**src/rtl/logic_arb_pkg.sv**
```systemverilog
// Shared types and constants for the bitwise logic-unit arbiter.
package logic_arb_pkg;

    localparam int DATA_W = 32;

    // Saturation ceiling for the optional completed-op counter
    localparam logic [31:0] STATS_MAX = '1;

    typedef enum logic [1:0] {
        OP_NOT = 2'b00,
        OP_AND = 2'b01,
        OP_OR  = 2'b10,
        OP_XOR = 2'b11
    } op_e;

    typedef enum logic [1:0] {
        S_IDLE = 2'b00,
        S_EXEC = 2'b01,
        S_RESP = 2'b10
    } state_e;

    // Increment that sticks at all-ones instead of wrapping
    function automatic logic [31:0] sat_inc32(input logic [31:0] v);
        return (v == STATS_MAX) ? v : v + 32'd1;
    endfunction

endpackage

```
**src/rtl/logic_op_unit.sv**
```systemverilog
// Pure combinational bitwise logic unit: (op, A, B) -> result.
// B is ignored for NOT.
module logic_op_unit
    import logic_arb_pkg::*;
#(
    parameter int WIDTH = DATA_W
) (
    input  logic [1:0]       op_i,
    input  logic [WIDTH-1:0] a_i,
    input  logic [WIDTH-1:0] b_i,
    output logic [WIDTH-1:0] result_o
);

    logic [WIDTH-1:0] not_a;

    not_gate #(
        .WIDTH(WIDTH)
    ) u_not (
        .a_i(a_i),
        .y_o(not_a)
    );

    // Select the requested bitwise function
    always_comb begin
        result_o = '0;
        case (op_e'(op_i))
            OP_NOT: result_o = not_a;
            OP_AND: result_o = a_i & b_i;
            OP_OR:  result_o = a_i | b_i;
            OP_XOR: result_o = a_i ^ b_i;
            default: result_o = '0;
        endcase
    end

endmodule

```
**src/rtl/not_gate.sv**
```systemverilog
// Bitwise inverter used by the logic unit's NOT path.
module not_gate #(
    parameter int WIDTH = 32
) (
    input  logic [WIDTH-1:0] a_i,
    output logic [WIDTH-1:0] y_o
);

    assign y_o = ~a_i;

endmodule

```
**src/rtl/logic_unit_arbiter.sv**
```systemverilog
// Round-robin arbiter sharing one bitwise logic unit between N_REQ requesters.
// Flow: IDLE (grant + capture) -> EXEC (compute, register result) -> RESP
// (hold until resp_ready_i) -> IDLE.
// Optional macro LOGIC_ARB_STATS_EN adds ops_done_o, a saturating count of
// response handshakes.
module logic_unit_arbiter
    import logic_arb_pkg::*;
#(
    parameter  int N_REQ = 4,
    parameter  int WIDTH = DATA_W,
    localparam int ID_W  = $clog2(N_REQ)
) (
    input  logic                 clk_i,
    input  logic                 rst_i,
    input  logic [N_REQ-1:0]     req_valid_i,
    output logic [N_REQ-1:0]     req_ready_o,
    input  logic [2*N_REQ-1:0]   req_op_i,
    input  logic [N_REQ*WIDTH-1:0] req_a_i,
    input  logic [N_REQ*WIDTH-1:0] req_b_i,
    output logic                 resp_valid_o,
    input  logic                 resp_ready_i,
    output logic [WIDTH-1:0]     resp_data_o,
    output logic [ID_W-1:0]      resp_id_o
`ifdef LOGIC_ARB_STATS_EN
    ,
    output logic [31:0]          ops_done_o
`endif
);

    state_e           state_q, state_d;
    logic [ID_W-1:0]  last_grant_q;
    logic [ID_W-1:0]  grant_idx;
    logic [ID_W-1:0]  cand;
    logic             grant_vld;

    logic [1:0]       op_q;
    logic [WIDTH-1:0] a_q, b_q;
    logic [ID_W-1:0]  id_q;
    logic [WIDTH-1:0] result;

    logic [1:0]       op_arr [N_REQ];
    logic [WIDTH-1:0] a_arr  [N_REQ];
    logic [WIDTH-1:0] b_arr  [N_REQ];

    // Split the flattened request buses into per-requester fields
    always_comb begin
        for (int unsigned r = 0; r < N_REQ; r++) begin
            op_arr[r] = req_op_i[r*2 +: 2];
            a_arr[r]  = req_a_i[r*WIDTH +: WIDTH];
            b_arr[r]  = req_b_i[r*WIDTH +: WIDTH];
        end
    end

    // Round-robin pick: first valid requester after last_grant, with wrap
    always_comb begin
        grant_vld = 1'b0;
        grant_idx = '0;
        cand      = '0;
        for (int unsigned k = 1; k <= N_REQ; k++) begin
            cand = ID_W'((32'(last_grant_q) + k) % N_REQ);
            if (!grant_vld && req_valid_i[cand]) begin
                grant_vld = 1'b1;
                grant_idx = cand;
            end
        end
    end

    // State register
    always_ff @(posedge clk_i) begin
        if (rst_i) begin
            state_q <= S_IDLE;
        end else begin
            state_q <= state_d;
        end
    end

    // Next-state logic
    always_comb begin
        state_d = state_q;
        case (state_q)
            S_IDLE: if (grant_vld)    state_d = S_EXEC;
            S_EXEC:                   state_d = S_RESP;
            S_RESP: if (resp_ready_i) state_d = S_IDLE;
            default:                  state_d = S_IDLE;
        endcase
    end

    // Accept strobe: one-hot in the IDLE grant cycle, suppressed while in reset
    // so no requester believes it was accepted on a dropped edge
    always_comb begin
        req_ready_o = '0;
        if (state_q == S_IDLE && grant_vld && !rst_i) begin
            req_ready_o[grant_idx] = 1'b1;
        end
    end

    // Operand capture and round-robin pointer update on the grant edge
    always_ff @(posedge clk_i) begin
        if (rst_i) begin
            last_grant_q <= ID_W'(N_REQ - 1);
            op_q         <= '0;
            a_q          <= '0;
            b_q          <= '0;
            id_q         <= '0;
        end else if (state_q == S_IDLE && grant_vld) begin
            last_grant_q <= grant_idx;
            op_q         <= op_arr[grant_idx];
            a_q          <= a_arr[grant_idx];
            b_q          <= b_arr[grant_idx];
            id_q         <= grant_idx;
        end
    end

    logic_op_unit #(
        .WIDTH(WIDTH)
    ) u_op (
        .op_i    (op_q),
        .a_i     (a_q),
        .b_i     (b_q),
        .result_o(result)
    );

    // Response registers: load in EXEC, hold through RESP until handshake
    always_ff @(posedge clk_i) begin
        if (rst_i) begin
            resp_valid_o <= 1'b0;
            resp_data_o  <= '0;
            resp_id_o    <= '0;
        end else begin
            case (state_q)
                S_EXEC: begin
                    resp_data_o  <= result;
                    resp_id_o    <= id_q;
                    resp_valid_o <= 1'b1;
                end
                S_RESP: begin
                    if (resp_ready_i) resp_valid_o <= 1'b0;
                end
                default: ;
            endcase
        end
    end

`ifdef LOGIC_ARB_STATS_EN
    // Saturating count of completed response handshakes
    always_ff @(posedge clk_i) begin
        if (rst_i) begin
            ops_done_o <= '0;
        end else if (state_q == S_RESP && resp_ready_i) begin
            ops_done_o <= sat_inc32(ops_done_o);
        end
    end
`endif

endmodule
```
**config.mk**
```make
export PLATFORM = sky130hd
export DESIGN_NAME = logic_unit_arbiter
export DESIGN_NICKNAME = d
export VERILOG_FILES = /design/src/rtl/logic_arb_pkg.sv /design/src/rtl/logic_op_unit.sv /design/src/rtl/not_gate.sv /design/src/rtl/logic_unit_arbiter.sv
export SDC_FILE = /design/constraint.sdc
export NUM_CORES = 1
export LEC_CHECK = 0
export BUFFER_PORTS_ARGS = -buffer_cell sky130_fd_sc_hd__buf_2
export CAP_MARGIN = 5
export CELL_PAD_IN_SITES_DETAIL_PLACEMENT = 1
export CELL_PAD_IN_SITES_GLOBAL_PLACEMENT = 1
export CORE_ASPECT_RATIO = 0.6
export CORE_MARGIN = 3
export CORE_UTILIZATION = 38
export CTS_CLUSTER_DIAMETER = 80
export DETAILED_ROUTE_END_ITERATION = 8
export PLACE_DENSITY = 0.92
export SLEW_MARGIN = 20
export SYNTH_ARGS = -nofsm -noshare
export SYNTH_HDL_FRONTEND = slang
export SYNTH_SLANG_ARGS = --single-unit
```
**constraint.sdc**
```tcl
create_clock -name clk_i -period 2.91 [get_ports clk_i]
set_input_delay 0.1455 -clock clk_i [delete_from_list [all_inputs] [get_ports clk_i]]
set_output_delay 0.1455 -clock clk_i [all_outputs]
set_load 0.01 [all_outputs]
```
==> impl_metrics.toml, run 1 <==
[synthesis]
syn_nets = 1396
yosysSeqAreaShare_pct = 26.6
synth_warnings = 0
synth_edf_count = 0
yosys.area_share.simple_pct = 14.7
syn_area_um2 = 8050
ys_async_sr_fraction_pct = 0
synth.distinct_cells = 36
synth_compound_area_share_pct = 22.2
avgSynthCellArea_um2 = 7.59
synth.area.top_cells = "dfxtp_1, ha_1, mux2i_1"
yosys.area_share.adder_pct = 9.94
synthXorXnorAreaFrac_pct = 0
netlist.area_leader.share_pct = 26.6
syn_inst = 1061
synth_top_family_by_area = "compound AO/OA/AOI/OAI gates"
netlist.top_cell.by_area = "dfxtp_1"
ys_ff_latch = 107
synthFlopType = "dfxtp_1"
muxShareOfSynthArea_pct = 14.9

[cts]
path_clk_slew_ns = 0.08
postCtsHoldBufs = 0
clock_latency_ns = 0.36
cts_tree = "built"
cts_inserted_buffers = 9
cts_max_level = 3
clk_path_buf_depth = 2
postCtsSetupRepairBufs = 0
cts.sinks = 107
clockRootBuffer = "clkbuf_16"
cts_resized = 0

[place]
port_buffers = 309
hpwlAfterDp_mm = 23.0
routabilityCongestion = 0.872

[detailed_routing]
wl_met2_mm = 15.1
finalWirelength_mm = 31.0
drc = 0
dr.max_layer_used = "met5"
vias = 8540
wl_met3_mm = 2.05
drt_iter0_drc = 349
dr.pass1.iters = 4
routed_via_density = 5.34
ant_nets = 0
wl_per_cell_um = 19.4
wl_met1_mm = 13.2

[timing]
min_period_ns = 2.44
worstMarginPinSlew_ns = 0.855
finalCritPeriodShare_pct = 83.7
hold_viol = 0
rsz0062_at_grt = "false"
setup_viol = 0
fmax_mhz = 411
timing_max_transition_violations_final = 0
fin_worst_skew_ns = 0.0112
hold_slack_ns = 0.0612
tns_ns = 0
slew_headroom_pct = 42.9

[layout]
fillers = 2666
area_delta_synth_final_pct = 26.3
regArea_um2 = 2150
nNetsFinal = 1655
multi_input_area_um2 = 5030
drive_above_1_share_pct = 28.7
post-route-util_pct = 49.8

[power_and_ir_drop]
internal_power_uw = 3550
power_frac_comb_pct = 41.7
power_uw = 5750
p_sw_uw = 2200
pwr-share-clk_pct = 23.8
pwr-share-seq_pct = 34.5
vdd_drop_max_v = 0.000270
switching_share_pct = 38.3
p_leak_uw = 0.00497
p_per_area_nw_per_um2 = 565

[setup_path]
cp_slowest_stage_delay_ns = 0.63
critPathCaptureType = "output port"
path_buf_inv = 2
crit_type = "register to output port"
startpoint_type = "register"
worst_path_max_delay_cell = "dfxtp_1"
critical_path.top_delay_family = "flip-flops"
cp_data_required_time_ns = 2.76
crit_arrival_ns = 2.29
path_max_fanout = 34
crit_chain = "o21ai_0 > nand2_2 > buf_12 > nor4_1 > buf_2"

[status]
status = "finished clean"

[floorplan]
core_um2 = 20400
die-area_um2 = 23000
initial_core_util_pct = 39.4
die_x_um = 194
rows = 40
die-height_um = 119
num_io_pins = 310

[hold_path]
hold_path_class = "input pin to register"

[global_routing]
grt_pass1_vias = 9319
antenna_found_initial = 7
grt_use_total_pct = 26.3
grt_max_degree = 63
grt_remaining_overflow = 0
grt_pass1_wl_mm = 48.7

[flow_run]
cap_viol_max_count = 0
==> stage by stage <==
stage,std cells,setup WS (ns),area [µm²]
floorplan,1061,1.21,8050
global route,1598,0.314,10200
CTS,1598,0.422,10200
global placement,1582,0.821,9850
finish,1599,0.475,10200
detailed placement,1582,0.702,9850
==> final cells by class <==
cell class / instances / share of cell area (%)
clock inverter: 5 / 0.763
clock buffer: 11 / 2.39
timing repair buffer: 329 / 17.3
tap: 273 / 3.36
antenna: 1 / 0.0246
inverter: 151 / 5.57
multi-input combinational: 722 / 49.5
sequential: 107 / 21.1
==> cell usage after synthesis (2+ instances only) <==
cell      count
inv_1       151
nor3_2        2
buf_4         3
o21ai_0     120
clkbuf_1     56
mux4_2       24
or2_0         7
nand2b_1      5
a21oi_1     108
nor2_1       33
nor3b_1      59
o21ai_1      61
buf_6         2
buf_2        12
nor3_1        4
ha_1         64
dfxtp_1     107
buf_8         2
and2_1        2
o22ai_1       8
nor4_1        2
nor2b_1       3
a221oi_1      7
a211oi_1     17
nand2_1     115
buf_1         6
mux2i_1      66
a21o_1        7
==> sequential cells by signal (all words and copies together) (netlist names) <==
register,cells
b_q,32
last_grant_q,2
a_q,32
state_q,2
resp_id_o,2
op_q,2
resp_valid_o,1
id_q,2
resp_data_o,32
==> routing by layer <==
metal | vias up | track usage, %
met1 | 4095 | 31.3
li1 | 4113 | -
met4 | 14 | 6.99
met2 | 268 | 47.3
met5 | - | 0
met3 | 50 | 6.98
==> power groups by stage <==
stage | registers, µW | logic, µW | clock network, µW
after floorplan | 1910 | 1610 | 0
after global placement | 1990 | 2230 | 0
after detailed placement | 2010 | 2390 | 0
after CTS | 1990 | 2410 | 1400
after global routing | 2020 | 2670 | 1460
final | 1980 | 2390 | 1370
==> worst paths after layout <==
path                           startpoint                      endpoint  slack, ns  cells after the start
min reg2reg  resp_data_o[17]$_SDFFE_PP0P_  resp_data_o[17]$_SDFFE_PP0P_       0.46                      2
max reg2reg  last_grant_q[1]$_SDFFE_PP1P_          a_q[14]$_SDFFE_PP0P_       0.69                      6
min                          req_a_i[122]          a_q[26]$_SDFFE_PP0P_       0.06                      3
max          last_grant_q[1]$_SDFFE_PP1P_                req_ready_o[1]       0.47                      5
==> cell families (layout without fill, tap and decap cells) <==
family | count (synthesis) | after routing
other cells | 0 | 1
fa+ha+maj | 64 | 64
compound gates | 333 | 333
simple gates | 235 | 235
buf+inv | 232 | 496
flops | 107 | 107
mux | 90 | 90
==> cell usage in the layout, fill, tap and decap left out, types with 2 or more instances in the layout <==
master / instances
o22ai_1: 8
nand2b_1: 4
a211oi_1: 17
buf_12: 5
a221oi_1: 7
and2_1: 2
mux2i_1: 66
inv_1: 151
dfxtp_1: 105
buf_4: 16
nor3_4: 2
nand2_1: 114
a21oi_1: 107
nor2_1: 33
nor3_1: 4
nor2b_1: 2
o21ai_1: 61
nor4_1: 2
bufinv_16: 2
a21o_1: 7
clkinv_2: 2
clkbuf_16: 9
mux4_2: 24
nor3b_1: 59
or2_0: 7
buf_2: 308
o21ai_0: 120
ha_1: 64
==> tightest hold or removal path: cells and delay by family <==
kind | cells | cell delay [ns]
mux | 1 | 0.05
compound gates | 1 | 0.12
buf+inv | 1 | 0.08
Note: power is estimated with default switching activity, not from simulation.
==> run 2: changes to the inputs <==
Settings changed: ABC_AREA set to 1, CORE_UTILIZATION 38 to 33, PLACE_DENSITY 0.92 to 0.86.
Clock period 2.91 ns to 2.5 ns, I/O delays scaled along.
==> impl_metrics.toml, run 2 <==
[setup_path]
startpoint_type = "register"
r2r_cells = 15
crit_type = "register to register"
critPathCaptureType = "register"
path_max_fanout = 88
cp_data_required_time_ns = 2.74
crit_arrival_ns = 2.56

[detailed_routing]
drt_iter0_drc = 507
routed_via_density = 5.23
ant_nets = 0
wl_per_cell_um = 18.3
finalWirelength_mm = 33.5
vias = 9561
drc = 0
dr.pass1.iters = 4

[synthesis]
netlist.area_leader.share_pct = 27.4
ys_ff_latch = 107
ys_async_sr_fraction_pct = 0
synthFlopType = "dfxtp_1"
synth.distinct_cells = 26
synth_common_cells = "nand2_1, nand3_1, nor2_1"
netlist.top_cell.by_area = "dfxtp_1"
synth.area.top_cells = "dfxtp_1, nand2_1, nand3_1"
syn_area_um2 = 7810
avgSynthCellArea_um2 = 6.26
synth_warnings = 0
synth_most_common_cell = "nand2_1"
synth_edf_count = 0
yosysSeqAreaShare_pct = 27.4
syn_inst = 1249
syn_nets = 1584

[timing]
tns_ns = 0
worstMarginPinSlew_ns = 0.586
fin_worst_skew_ns = 0.0122
min_period_ns = 2.32
hold_viol = 0
fin_ws_ns = 0.185
fmax_mhz = 432
timing_max_transition_violations_final = 0
finalCritPeriodShare_pct = 92.6
setup_viol = 0
slew_headroom_pct = 60.8

[layout]
antennaDiodeCount = 0
post-route-util_pct = 44.7
final_common_cell = "nand2_1"
fin_cells = 1829
final_cell_mix = "nand2_1, buf_2, nand3_1"
design_area_um2 = 10100
top_regs = "a_q x32, b_q x32, resp_data_o x32"
drive_above_1_share_pct = 25.6
nNetsFinal = 1851
area_delta_synth_final_pct = 29.4
fillers = 3127

[cts]
clockRootBuffer = "clkbuf_16"
clk_path_buf_depth = 2
cts.sinks = 107
cts_tree = "built"
cts_max_level = 3
cts_inserted_buffers = 9
path_clk_slew_ns = 0.08
clock_latency_ns = 0.36

[global_routing]
grt_pass1_vias = 9961
grt_pass1_wl_mm = 52.8
grt_max_degree = 89
grt_remaining_overflow = 0
antenna_found_initial = 3
grt_use_total_pct = 25.5

[floorplan]
initial_core_util_pct = 34.5
die_x_um = 205
die-height_um = 125
core_um2 = 22600
die-area_um2 = 25600
rows = 42
num_io_pins = 310

[place]
port_buffers = 309
place_area_um2 = 9680
dp_slack_ns = -0.169
hpwlAfterDp_mm = 25.8
routabilityCongestion = 0.802
dp.cells = 1807

[power_and_ir_drop]
p_leak_uw = 0.00533
p_per_area_nw_per_um2 = 1550
vdd_drop_max_v = 0.00113

[hold_path]
min_path_cells = 5
hold_path_class = "input pin to register"

[status]
status = "finished clean"

[flow_run]
cap_viol_max_count = 0
==> run 2: cell types whose count changed in the layout (fill, tap and decap cells not counted), moves of 16 or more <==
cell,before,now
a221oi_1,7,32
mux4_2,24,0
nor2_1,33,125
nand3_1,0,208
nor3b_1,59,0
a21oi_1,107,85
o21ai_1,61,0
inv_1,151,99
nand2_1,114,321
mux2i_1,66,0
a211oi_1,17,1
o21ai_0,120,83
==> run 2: kinds of logic after synthesis <==
group / count (synthesis) / synth area share, %
compound gates: 204 / 14.7
simple gates: 678 / 36.6
fa+ha+maj: 64 / 10.2
buf+inv: 196 / 11.0
flops: 107 / 27.4
==> run 2: path summary, 6_finish.rpt <==
check / from / slack [ns] / endpoint
worst max register to register: last_grant_q[0]$_SDFFE_PP1P_ / 0.18 / a_q[28]$_SDFFE_PP0P_
worst min register to register: id_q[1]$_SDFFE_PP0P_ / 0.47 / id_q[1]$_SDFFE_PP0P_
worst max-delay path: last_grant_q[0]$_SDFFE_PP1P_ / 0.18 / a_q[28]$_SDFFE_PP0P_
worst min-delay path: req_a_i[105] / 0.07 / a_q[9]$_SDFFE_PP0P_
==> run 2: worst max-delay path, stage by stage (launching register included) <==
cell	delay (ns)
dfxtp_4	0.40
inv_4	0.07
nand2_1	0.06
nand2_1	0.08
nand2_1	0.11
nand2_2	0.09
nor2_4	0.12
nand3_1	0.09
nand2_2	0.10
nand2_4	0.07
buf_12	0.16
buf_12	0.19
nand3_1	0.11
nand3_1	0.11
nor2_1	0.35
nor2_1	0.07
==> run 2: routing by layer <==
| layer | track usage, % | vias to the layer above | routed length [µm] |
|---|---|---|---|
| li1 | - | 4623 | - |
| met1 | 35.9 | 4671 | 16100 |
| met2 | 41.0 | 237 | 15200 |
| met3 | 5.01 | 26 | 1790 |
| met4 | 4.28 | 4 | 312 |
| met5 | 0 | - | 21 |
==> run 2: power by group <==
part | leakage (µW) | total, µW | switching, µW | internal [µW]
registers | 0.000887 | 2960 | 545 | 2420
clock network | 0.000163 | 1620 | 706 | 910
logic | 0.00428 | 11100 | 7350 | 3780
total | 0.00533 | 15700 | 8600 | 7110
==> run 2: timing repair <==
action | 4_1_cts | 5_1_grt
cloned | 2 | 0
buffers inserted | 1 | 2
gates resized for setup | 3 | 4
endpoints found under the setup margin | 10 | 50
hold buffers | 1 | 0
hold endpoints to repair | 1 | 0
pin swaps | 2 | 2
==> run 2: per-stage QoR <==
step                total power (µW)  hold slack [ns]
floorplan                      10300            0.220
global placement               13300            0.330
detailed placement             13700            0.342
CTS                            15700           0.0610
global route                   17300           0.0819
finish                         15700           0.0734
==> run 2: final cells by class <==
| cell class | count | area [µm²] | share of cell area, % |
|---|---|---|---|
| inverters | 105 | 399 | 3.95 |
| flip-flops and latches | 107 | 2150 | 21.2 |
| multi-input cells | 947 | 4880 | 48.2 |
| well taps | 308 | 385 | 3.81 |
| repair buffers | 346 | 1980 | 19.5 |
| clock buffers | 10 | 239 | 2.36 |
| clock inverters | 6 | 87.6 | 0.866 |
